--- src/rtl/rx_pkg.sv ---
`default_nettype none
// +----------------------------------------------------------------------------+
// | rx_pkg                                                                     |
// | Shared types and constants for the receive-buffer controller.              |
// | Revision: 1.0                                                              |
// +----------------------------------------------------------------------------+
package rx_pkg;

  typedef enum logic [1:0] {
    IDLE  = 2'd0,
    FETCH = 2'd1,
    SHOW  = 2'd2
  } drain_state_t;

  localparam int DATA_W_DEF = 8;
  localparam int DROP_CNT_W = 8;

endpackage
`default_nettype wire

--- src/rtl/rx_fifo_mem.sv ---
`default_nettype none
// +----------------------------------------------------------------------------+
// | rx_fifo_mem                                                                |
// | Storage array with wrapping pointers and occupancy count; the caller gates |
// | wr_en_i/pop_i so they are only asserted when legal.                        |
// | Revision: 1.0                                                              |
// +----------------------------------------------------------------------------+
module rx_fifo_mem #(
  parameter int WIDTH = 9,
  parameter int DEPTH = 4,
  localparam int CNT_W = $clog2(DEPTH + 1),
  localparam int PTR_W = $clog2(DEPTH)
) (
  input  logic             clk,
  input  logic             n_rst,
  input  logic             wr_en_i,
  input  logic [WIDTH-1:0] wr_data_i,
  input  logic             pop_i,
  output logic [WIDTH-1:0] rd_data_o,
  output logic [CNT_W-1:0] count_o,
  output logic             full_o,
  output logic             empty_o
);

  logic [WIDTH-1:0] mem_q [DEPTH];
  logic [PTR_W-1:0] wr_ptr_q, wr_ptr_d;
  logic [PTR_W-1:0] rd_ptr_q, rd_ptr_d;
  logic [CNT_W-1:0] count_q, count_d;

  always_comb begin
    wr_ptr_d = wr_ptr_q;
    rd_ptr_d = rd_ptr_q;
    count_d  = count_q;
    if (wr_en_i)
      wr_ptr_d = (wr_ptr_q == PTR_W'(DEPTH - 1)) ? '0 : wr_ptr_q + PTR_W'(1);
    if (pop_i)
      rd_ptr_d = (rd_ptr_q == PTR_W'(DEPTH - 1)) ? '0 : rd_ptr_q + PTR_W'(1);
    case ({wr_en_i, pop_i})
      2'b10:   count_d = count_q + CNT_W'(1);
      2'b01:   count_d = count_q - CNT_W'(1);
      default: count_d = count_q;
    endcase
  end

  always_ff @(posedge clk or negedge n_rst) begin
    if (!n_rst) begin
      wr_ptr_q <= '0;
      rd_ptr_q <= '0;
      count_q  <= '0;
    end else begin
      wr_ptr_q <= wr_ptr_d;
      rd_ptr_q <= rd_ptr_d;
      count_q  <= count_d;
    end
  end

  // Storage itself needs no reset: occupancy is tracked by count_q alone.
  always_ff @(posedge clk) begin
    if (wr_en_i)
      mem_q[wr_ptr_q] <= wr_data_i;
  end

  assign rd_data_o = mem_q[rd_ptr_q];
  assign count_o   = count_q;
  assign full_o    = (count_q == CNT_W'(DEPTH));
  assign empty_o   = (count_q == '0);

endmodule
`default_nettype wire

--- src/rtl/rx_buffer_ctrl.sv ---
`default_nettype none
// +----------------------------------------------------------------------------+
// | rx_buffer_ctrl                                                             |
// | UART receive buffer: FIFO capture, overrun flag, drain FSM feeding a       |
// | registered ready/ack output. Define RX_DROP_CNT_EN for the drop counter.   |
// | Revision: 1.0                                                              |
// +----------------------------------------------------------------------------+
module rx_buffer_ctrl
  import rx_pkg::*;
#(
  parameter int DATA_W = DATA_W_DEF,
  parameter int DEPTH  = 4
) (
  input  logic                         clk,
  input  logic                         n_rst,
  input  logic                         load_buffer,
  input  logic [DATA_W-1:0]            packet_data,
  input  logic                         framing_error,
  input  logic                         data_read,
  input  logic                         clear_errors,
  output logic [DATA_W-1:0]            rx_data,
  output logic                         rx_frame_err,
  output logic                         data_ready,
  output logic                         overrun_error,
  output logic [$clog2(DEPTH+1)-1:0]   fifo_count
`ifdef RX_DROP_CNT_EN
  ,
  output logic [DROP_CNT_W-1:0]        drop_count
`endif
);

  drain_state_t      state_q, state_d;
  logic [DATA_W:0]   head;
  logic              full, empty;
  logic              pop, wr_en, drop;
  logic [DATA_W-1:0] rx_data_q;
  logic              rx_frame_err_q;
  logic              overrun_q;

  // A pop in FETCH frees a slot in the same cycle, so a write is legal even when full.
  assign pop   = (state_q == FETCH);
  assign wr_en = load_buffer && (!full || pop);
  assign drop  = load_buffer && full && !pop;

  rx_fifo_mem #(
    .WIDTH (DATA_W + 1),
    .DEPTH (DEPTH)
  ) u_fifo (
    .clk       (clk),
    .n_rst     (n_rst),
    .wr_en_i   (wr_en),
    .wr_data_i ({framing_error, packet_data}),
    .pop_i     (pop),
    .rd_data_o (head),
    .count_o   (fifo_count),
    .full_o    (full),
    .empty_o   (empty)
  );

  always_comb begin
    state_d = state_q;
    case (state_q)
      IDLE:    if (!empty) state_d = FETCH;
      FETCH:   state_d = SHOW;
      SHOW:    if (data_read) state_d = (!empty || wr_en) ? FETCH : IDLE;
      default: state_d = IDLE;
    endcase
  end

  always_ff @(posedge clk or negedge n_rst) begin
    if (!n_rst) begin
      state_q        <= IDLE;
      rx_data_q      <= '0;
      rx_frame_err_q <= 1'b0;
      overrun_q      <= 1'b0;
    end else begin
      state_q <= state_d;
      if (state_q == FETCH)
        {rx_frame_err_q, rx_data_q} <= head;
      if (drop)
        overrun_q <= 1'b1;
      else if (clear_errors)
        overrun_q <= 1'b0;
    end
  end

  assign rx_data       = rx_data_q;
  assign rx_frame_err  = rx_frame_err_q;
  assign data_ready    = (state_q == SHOW);
  assign overrun_error = overrun_q;

`ifdef RX_DROP_CNT_EN
  logic [DROP_CNT_W-1:0] drop_cnt_q;

  // A drop coinciding with a clear restarts the count at one rather than zero.
  always_ff @(posedge clk or negedge n_rst) begin
    if (!n_rst)
      drop_cnt_q <= '0;
    else if (drop && clear_errors)
      drop_cnt_q <= DROP_CNT_W'(1);
    else if (drop && (drop_cnt_q != '1))
      drop_cnt_q <= drop_cnt_q + DROP_CNT_W'(1);
    else if (clear_errors)
      drop_cnt_q <= '0;
  end

  assign drop_count = drop_cnt_q;
`endif

endmodule
`default_nettype wire

--- config.mk ---
export PLATFORM = sky130hd
export DESIGN_NAME = rx_buffer_ctrl
export DESIGN_NICKNAME = d
export VERILOG_FILES = /design/src/rtl/rx_pkg.sv /design/src/rtl/rx_fifo_mem.sv /design/src/rtl/rx_buffer_ctrl.sv
export SDC_FILE = /design/constraint.sdc
export NUM_CORES = 1
export LEC_CHECK = 0
export CAP_MARGIN = 15
export CORE_MARGIN = 4
export CORE_UTILIZATION = 30
export CTS_CLUSTER_SIZE = 25
export DETAILED_ROUTE_END_ITERATION = 12
export GPL_TIMING_DRIVEN = 1
export PLACE_DENSITY_LB_ADDON = 0.3
export SKIP_CTS_REPAIR_TIMING = 1
export SYNTH_ARGS = -nofsm -noshare
export SYNTH_HDL_FRONTEND = slang
export SYNTH_SLANG_ARGS = --single-unit
--- constraint.sdc ---
create_clock -name clk -period 4.2 [get_ports clk]
set_clock_uncertainty 0.05 [all_clocks]
set_input_delay 0.63 -clock clk [delete_from_list [all_inputs] [get_ports clk]]
set_output_delay 0.63 -clock clk [all_outputs]
set_load 0.01 [all_outputs]
==> results of run 1 <==
[registers in the layout, indices dropped and copies added (netlist names)]
| signal | cells |
|---|---|
| u_fifo.wr_ptr_q | 2 |
| rx_data | 8 |
| rx_frame_err | 1 |
| u_fifo.count_o | 3 |
| state_q | 2 |
| u_fifo.mem_q | 36 |
| overrun_error | 1 |
| u_fifo.rd_ptr_q | 2 |
[cells in the mapped netlist (2+ instances only)]
cell       n  area [sq um]
nor2_1     3          11.3
ha_1       5          62.6
and2_1     4          25.0
buf_2      2          10.0
clkbuf_1   2          7.51
dfrtp_1   19           475
nand2_1   35           131
edfxtp_1  36          1080
nand2b_1   2          12.5
a21oi_1    3          15.0
o22ai_1    2          12.5
nor2b_1    2          12.5
o21ai_0    3          15.0
nor3_1     3          15.0
inv_1      7          26.3
mux4_2     9           203
[report_power, final]
part / internal, mW / switching [mW]
registers: 0.744 / 0.121
clock network: 0.117 / 0.163
logic: 0.334 / 0.301
total: 1.20 / 0.586
[metal layers]
metal / part of all wire (%) / vias up / GRT usage, %
met5: 0 / - / 0
met4: 0 / 0 / 2.17
met3: 5.0 / 0 / 3.04
met2: 44 / 31 / 13.7
met1: 51 / 593 / 13.6
li1: - / 581 / -
[final timing paths]
path | to | slack, ns | depth (start not counted)
max | u_fifo.count_o[1]$_DFFE_PN0P_ | 1.78 | 7
min in group asynchronous | u_fifo.count_o[2]$_DFFE_PN0P_ | 0.63 | 1
min reg2reg | rx_data[0]$_DFFE_PN0N_ | 0.43 | 2
max reg2reg | u_fifo.count_o[1]$_DFFE_PN0P_ | 1.78 | 7
min | rx_data[0]$_DFFE_PN0N_ | 0.43 | 2
max in group asynchronous | rx_data[6]$_DFFE_PN0N_ | 2.98 | 2
[critical path, stage by stage (launching register included)]
cell      delay [ns]
dfrtp_1         0.42
nand2b_1        0.57
nor2_1          0.35
inv_1           0.11
fa_1            0.51
nor2_1          0.05
a21oi_1         0.15
o22ai_1         0.10
[per-stage QoR]
stage | cell area (sq um) | std cells | hold WS, ns | power, mW
after floorplan | 2210 | 147 | 0.284 | 1.26
after global placement | 2590 | 269 | 0.410 | 1.52
after detailed placement | 2590 | 269 | 0.412 | 1.53
after CTS | 2680 | 277 | 0.437 | 1.81
after global routing | 2690 | 278 | 0.467 | 1.92
final | 2690 | 278 | 0.428 | 1.78
[cells by family (layout without fill, tap and decap cells)]
kind of cell,Yosys count,after routing,share of synthesized area (%)
AO/OA/AOI/OAI,11,11,3.00
XOR/XNOR,1,1,0.396
adder cells (fa/ha/maj),6,6,3.74
buffers and inverters,12,44,2.15
flip-flops,55,55,70.4
multiplexers,10,10,9.63
AND/OR/NAND/NOR,52,52,10.6
[area by class of cell]
type | count | area share, %
Clock buffer | 5 | 2.55
Sequential cell | 55 | 57.8
Clock inverter | 3 | 0.743
Inverter | 7 | 0.975
Timing Repair Buffer | 29 | 10.9
Tap cell | 99 | 4.60
Multi-Input combinational cell | 80 | 22.5
==> impl_metrics.json, run 1 <==
{
  "status": "finished, final reports clean",
  "final_cell_mix": "edfxtp_1, nand2_1, clkdlybuf4s50_1, dfrtp_1, mux4_2",
  "worst_setup_path_start_kind": "flip-flop",
  "ys_seq_area_share_pct": 70.4,
  "grt_pass1_wl_microns": 6290,
  "cts_buffer_depth": 2,
  "ys_types": 26,
  "grt_pass1_vias": 1196,
  "grt.total_usage_pct": 9.40,
  "min_period_ns": 2.42,
  "cts-root-buf": "clkbuf_8",
  "antenna_found_initial": 0,
  "dieArea_sq_um": 8800,
  "synthCells": 147,
  "crit_path_max_fanout": 20,
  "setup_viol": 0,
  "dieHeight_microns": 93.8,
  "grt_max_degree": 21,
  "synth_seq_cells": 55,
  "post-route-worst-setup-slack_ns": 1.78,
  "min_from": "rx_data[0]$_DFFE_PN0N_",
  "drtIter0Drc": 70,
  "clk_pin_slew_ns": 0.10,
  "wirelength_microns": 3910,
  "post-route-period-util_pct": 57.6,
  "cp.required_ns": 4.33,
  "synth_area_sq_um": 2210,
  "tightestPinTransition_ns": 0.880,
  "r2r-start": "state_q[1]$_DFFE_PN0P_",
  "yosys_warnings": 0,
  "postRouteAntennaNets": 0,
  "io_pins": 28,
  "drt_first_pass_iters": 4,
  "synthToLayoutAreaGrowth_pct": 21.9,
  "synth-edff-count": 36,
  "multi_input_area_sq_um": 606,
  "cts_tree": "done",
  "endpoint_kind": "flip-flop",
  "clkSinkCount": 55,
  "rsz0062_at_grt": "no",
  "critPathLaunch": "state_q[1]$_DFFE_PN0P_",
  "rows": 31,
  "numPortBuffers": 27,
  "nets": 198,
  "arrival_ns": 2.55,
  "synth_fp_nets": 167,
  "cap_violations": 0,
  "hold_violations": 0,
  "slew-limit-headroom_pct": 41.4,
  "die_w_microns": 93.8,
  "cts-htree-levels": 2,
  "final_common_cell": "edfxtp_1",
  "viasPerCell": 4.33,
  "avgSynthCellArea_sq_um": 15.0,
  "leakagePower_nw": 1.02,
  "fillCellCount": 706,
  "start_util_pct": 30.6,
  "holdCritPathClass": "reg -> reg",
  "path_class": "reg -> reg",
  "core_sq_um": 7210,
  "pre_cts_ws_ns": 1.76,
  "routed-via-count": 1205,
  "synth_ff_type": "edfxtp_1",
  "timing.fmax_ghz": 0.413,
  "route.detailed.drc": 0,
  "dp_hpwl_microns": 2540,
  "drive_gt1_share_pct": 11.2,
  "wl_per_cell_microns": 14.1,
  "fin_util_pct": 37.3,
  "gr-total-overflow": 0,
  "place_congestion": 0.667,
  "power.density_nw_per_um2": 661,
  "seqCellArea_sq_um": 1560,
  "n_antenna_cell": 0,
  "worstSkewPairLatency_ns": 0.30,
  "setup_tns_ns": 0,
  "numCtsBuffers": 5,
  "slew_viol_final": 0,
  "synthArstFlopShare_pct": 34.5,
  "irDropWorstVdd_mv": 0.262
}
Power figures use the tool's default switching activity.
==> run 2, diff against run 1 <==
Clock period 4.2 ns to 2 ns, I/O delays scaled along.
==> run 2 against run 1 <==
Net effect: flip-flop and latch count is the same; clock power grew to 2.8 times the previous value; sequential power increased by 100%; worst hold slack worse by 0.15 ns; critical path type is now reg -> out; largest cell class unchanged.
==> impl_metrics.json, run 2 (synthesis gave the netlist of run 1 again) <==
{
  "p_int_mw": 2.79,
  "drive_gt1_share_pct": 16.8,
  "r2r-start": "state_q[1]$_DFFE_PN0P_",
  "p_clk_share_pct": 18.8,
  "path_class": "reg -> out",
  "dp_hpwl_microns": 2770,
  "grt.total_usage_pct": 10.5,
  "multi_input_area_sq_um": 606,
  "min_period_ns": 1.79,
  "crit_path_max_fanout": 4,
  "rr_worst_depth": 7,
  "fillCellCount": 687,
  "core_sq_um": 7210,
  "grt_max_degree": 20,
  "netSwitchingFraction_pct": 31.9,
  "holdCritPathClass": "in -> async",
  "io_pins": 28,
  "rsz0062_at_grt": "no",
  "wirelength_microns": 4220,
  "start_util_pct": 30.6,
  "drt_first_pass_iters": 4,
  "numPortBuffers": 27,
  "leakagePower_nw": 1.10,
  "cap_violations": 0,
  "tightestPinTransition_ns": 0.517,
  "p_seq_share_pct": 42.5,
  "postRouteAntennaNets": 0,
  "grt_pass1_vias": 1351,
  "cts_tree": "done",
  "worst_setup_path_start_kind": "flip-flop",
  "routed-via-count": 1248,
  "rows": 31,
  "slew-limit-headroom_pct": 65.5,
  "cts-htree-levels": 2,
  "finalInstanceArea_sq_um": 2840,
  "cts_buffer_depth": 2,
  "status": "finished, final reports clean",
  "clkSinkCount": 55,
  "clk_pin_slew_ns": 0.11,
  "cts-root-buf": "clkbuf_8",
  "setup_viol": 0,
  "hold_violations": 0,
  "irDropWorstVdd_mv": 0.588,
  "synthToLayoutAreaGrowth_pct": 28.4,
  "critPathLaunch": "state_q[0]$_DFFE_PN0P_",
  "reg2reg_slack_ns": 0.24,
  "place_congestion": 0.750,
  "viasPerCell": 4.32,
  "antenna_found_initial": 0,
  "arrival_ns": 1.44,
  "top_layer": "met4",
  "worstReg2RegEnd": "u_fifo.count_o[1]$_DFFE_PN0P_",
  "largest_register_ffs": 36,
  "dieArea_sq_um": 8800,
  "power_frac_comb_pct": 38.6,
  "m1WireLength_microns": 2000,
  "cp.required_ns": 1.65,
  "wl_met3_microns": 182,
  "worstSkewPairLatency_ns": 0.31,
  "p_sw_mw": 1.31,
  "gr-total-overflow": 0,
  "dieHeight_microns": 93.8,
  "numCtsBuffers": 5,
  "power.density_nw_per_um2": 1440,
  "drtIter0Drc": 23,
  "route.detailed.drc": 0,
  "largest-register": "u_fifo.mem_q",
  "final_cell_mix": "edfxtp_1, nand2_1, clkdlybuf4s50_1, dfrtp_1, buf_4",
  "final_common_cell": "edfxtp_1",
  "post-route-period-util_pct": 89.5,
  "nets": 209,
  "setup_tns_ns": 0,
  "wl_per_cell_microns": 14.6,
  "place_area_sq_um": 2720,
  "endpoint_kind": "primary output",
  "slew_viol_final": 0,
  "wl_met2_microns": 2020,
  "die_w_microns": 93.8,
  "timing.fmax_ghz": 0.559,
  "n_antenna_cell": 0,
  "seqCellArea_sq_um": 1560,
  "grt_pass1_wl_microns": 6890
}
==> run 2: changes by cell type in the layout (fill, tap and decap cells not counted), sizes merged <==
cell and change:
buf +11, bufinv +1, clkinvlp -1, inv +2, clkinv -2
==> run 2: power by group through the flow <==
| stage | Clock (mW) | Combinational, mW | Sequential (mW) |
|---|---|---|---|
| 2_1_floorplan | 0 | 0.870 | 1.79 |
| 3_3_place_gp | 0 | 1.60 | 1.77 |
| 3_5_place_dp | 0 | 1.62 | 1.77 |
| 4_1_cts | 0.798 | 1.63 | 1.75 |
| 5_1_grt | 0.843 | 1.77 | 1.79 |
| 6_report | 0.771 | 1.58 | 1.74 |
==> run 2: stage by stage <==
| step | total power, mW | utilization (%) | setup WS [ns] | hold WS, ns | std cells |
|---|---|---|---|---|---|
| floorplan | 2.66 | - | 0.192 | -0.0456 | 147 |
| global route | 4.40 | 39.3 | 0.0709 | 0.296 | 289 |
| global placement | 3.36 | 37.7 | 0.113 | 0.412 | 281 |
| CTS | 4.17 | 39.3 | 0.179 | 0.281 | 289 |
| finish | 4.09 | 39.3 | 0.210 | 0.280 | 289 |
| detailed placement | 3.39 | 37.7 | 0.0558 | 0.411 | 281 |
==> run 2: metal layers <==
metal	GRT usage (%)	vias up
met4	3.25	0
met3	2.88	2
met1	13.3	611
met2	17.4	30
met5	0	-
li1	-	605
==> run 2: final cells by class <==
type / count / share of cell area [%]
sequential: 55 / 54.9
inverter: 7 / 0.926
multi-input combinational: 80 / 21.3
tap: 99 / 4.37
clock inverter: 3 / 1.76
timing repair buffer: 40 / 14.3
clock buffer: 5 / 2.43
==> run 2: critical path, stage by stage, from the launching register on <==
cell	delay, ns
dfrtp_1	0.41
nand2b_1	0.16
inv_1	0.05
clkdlybuf4s50_1	0.52
==> run 2: worst max-delay path by stage <==
stage / cells after the start / to
2_1_floorplan: 8 / u_fifo.count_o[1]$_DFFE_PN0P_
5_1_grt: 7 / u_fifo.count_o[1]$_DFFE_PN0P_
3_3_place_gp: 7 / u_fifo.count_o[1]$_DFFE_PN0P_
4_1_cts: 3 / data_ready
3_5_place_dp: 7 / u_fifo.count_o[1]$_DFFE_PN0P_
6_report: 3 / data_ready
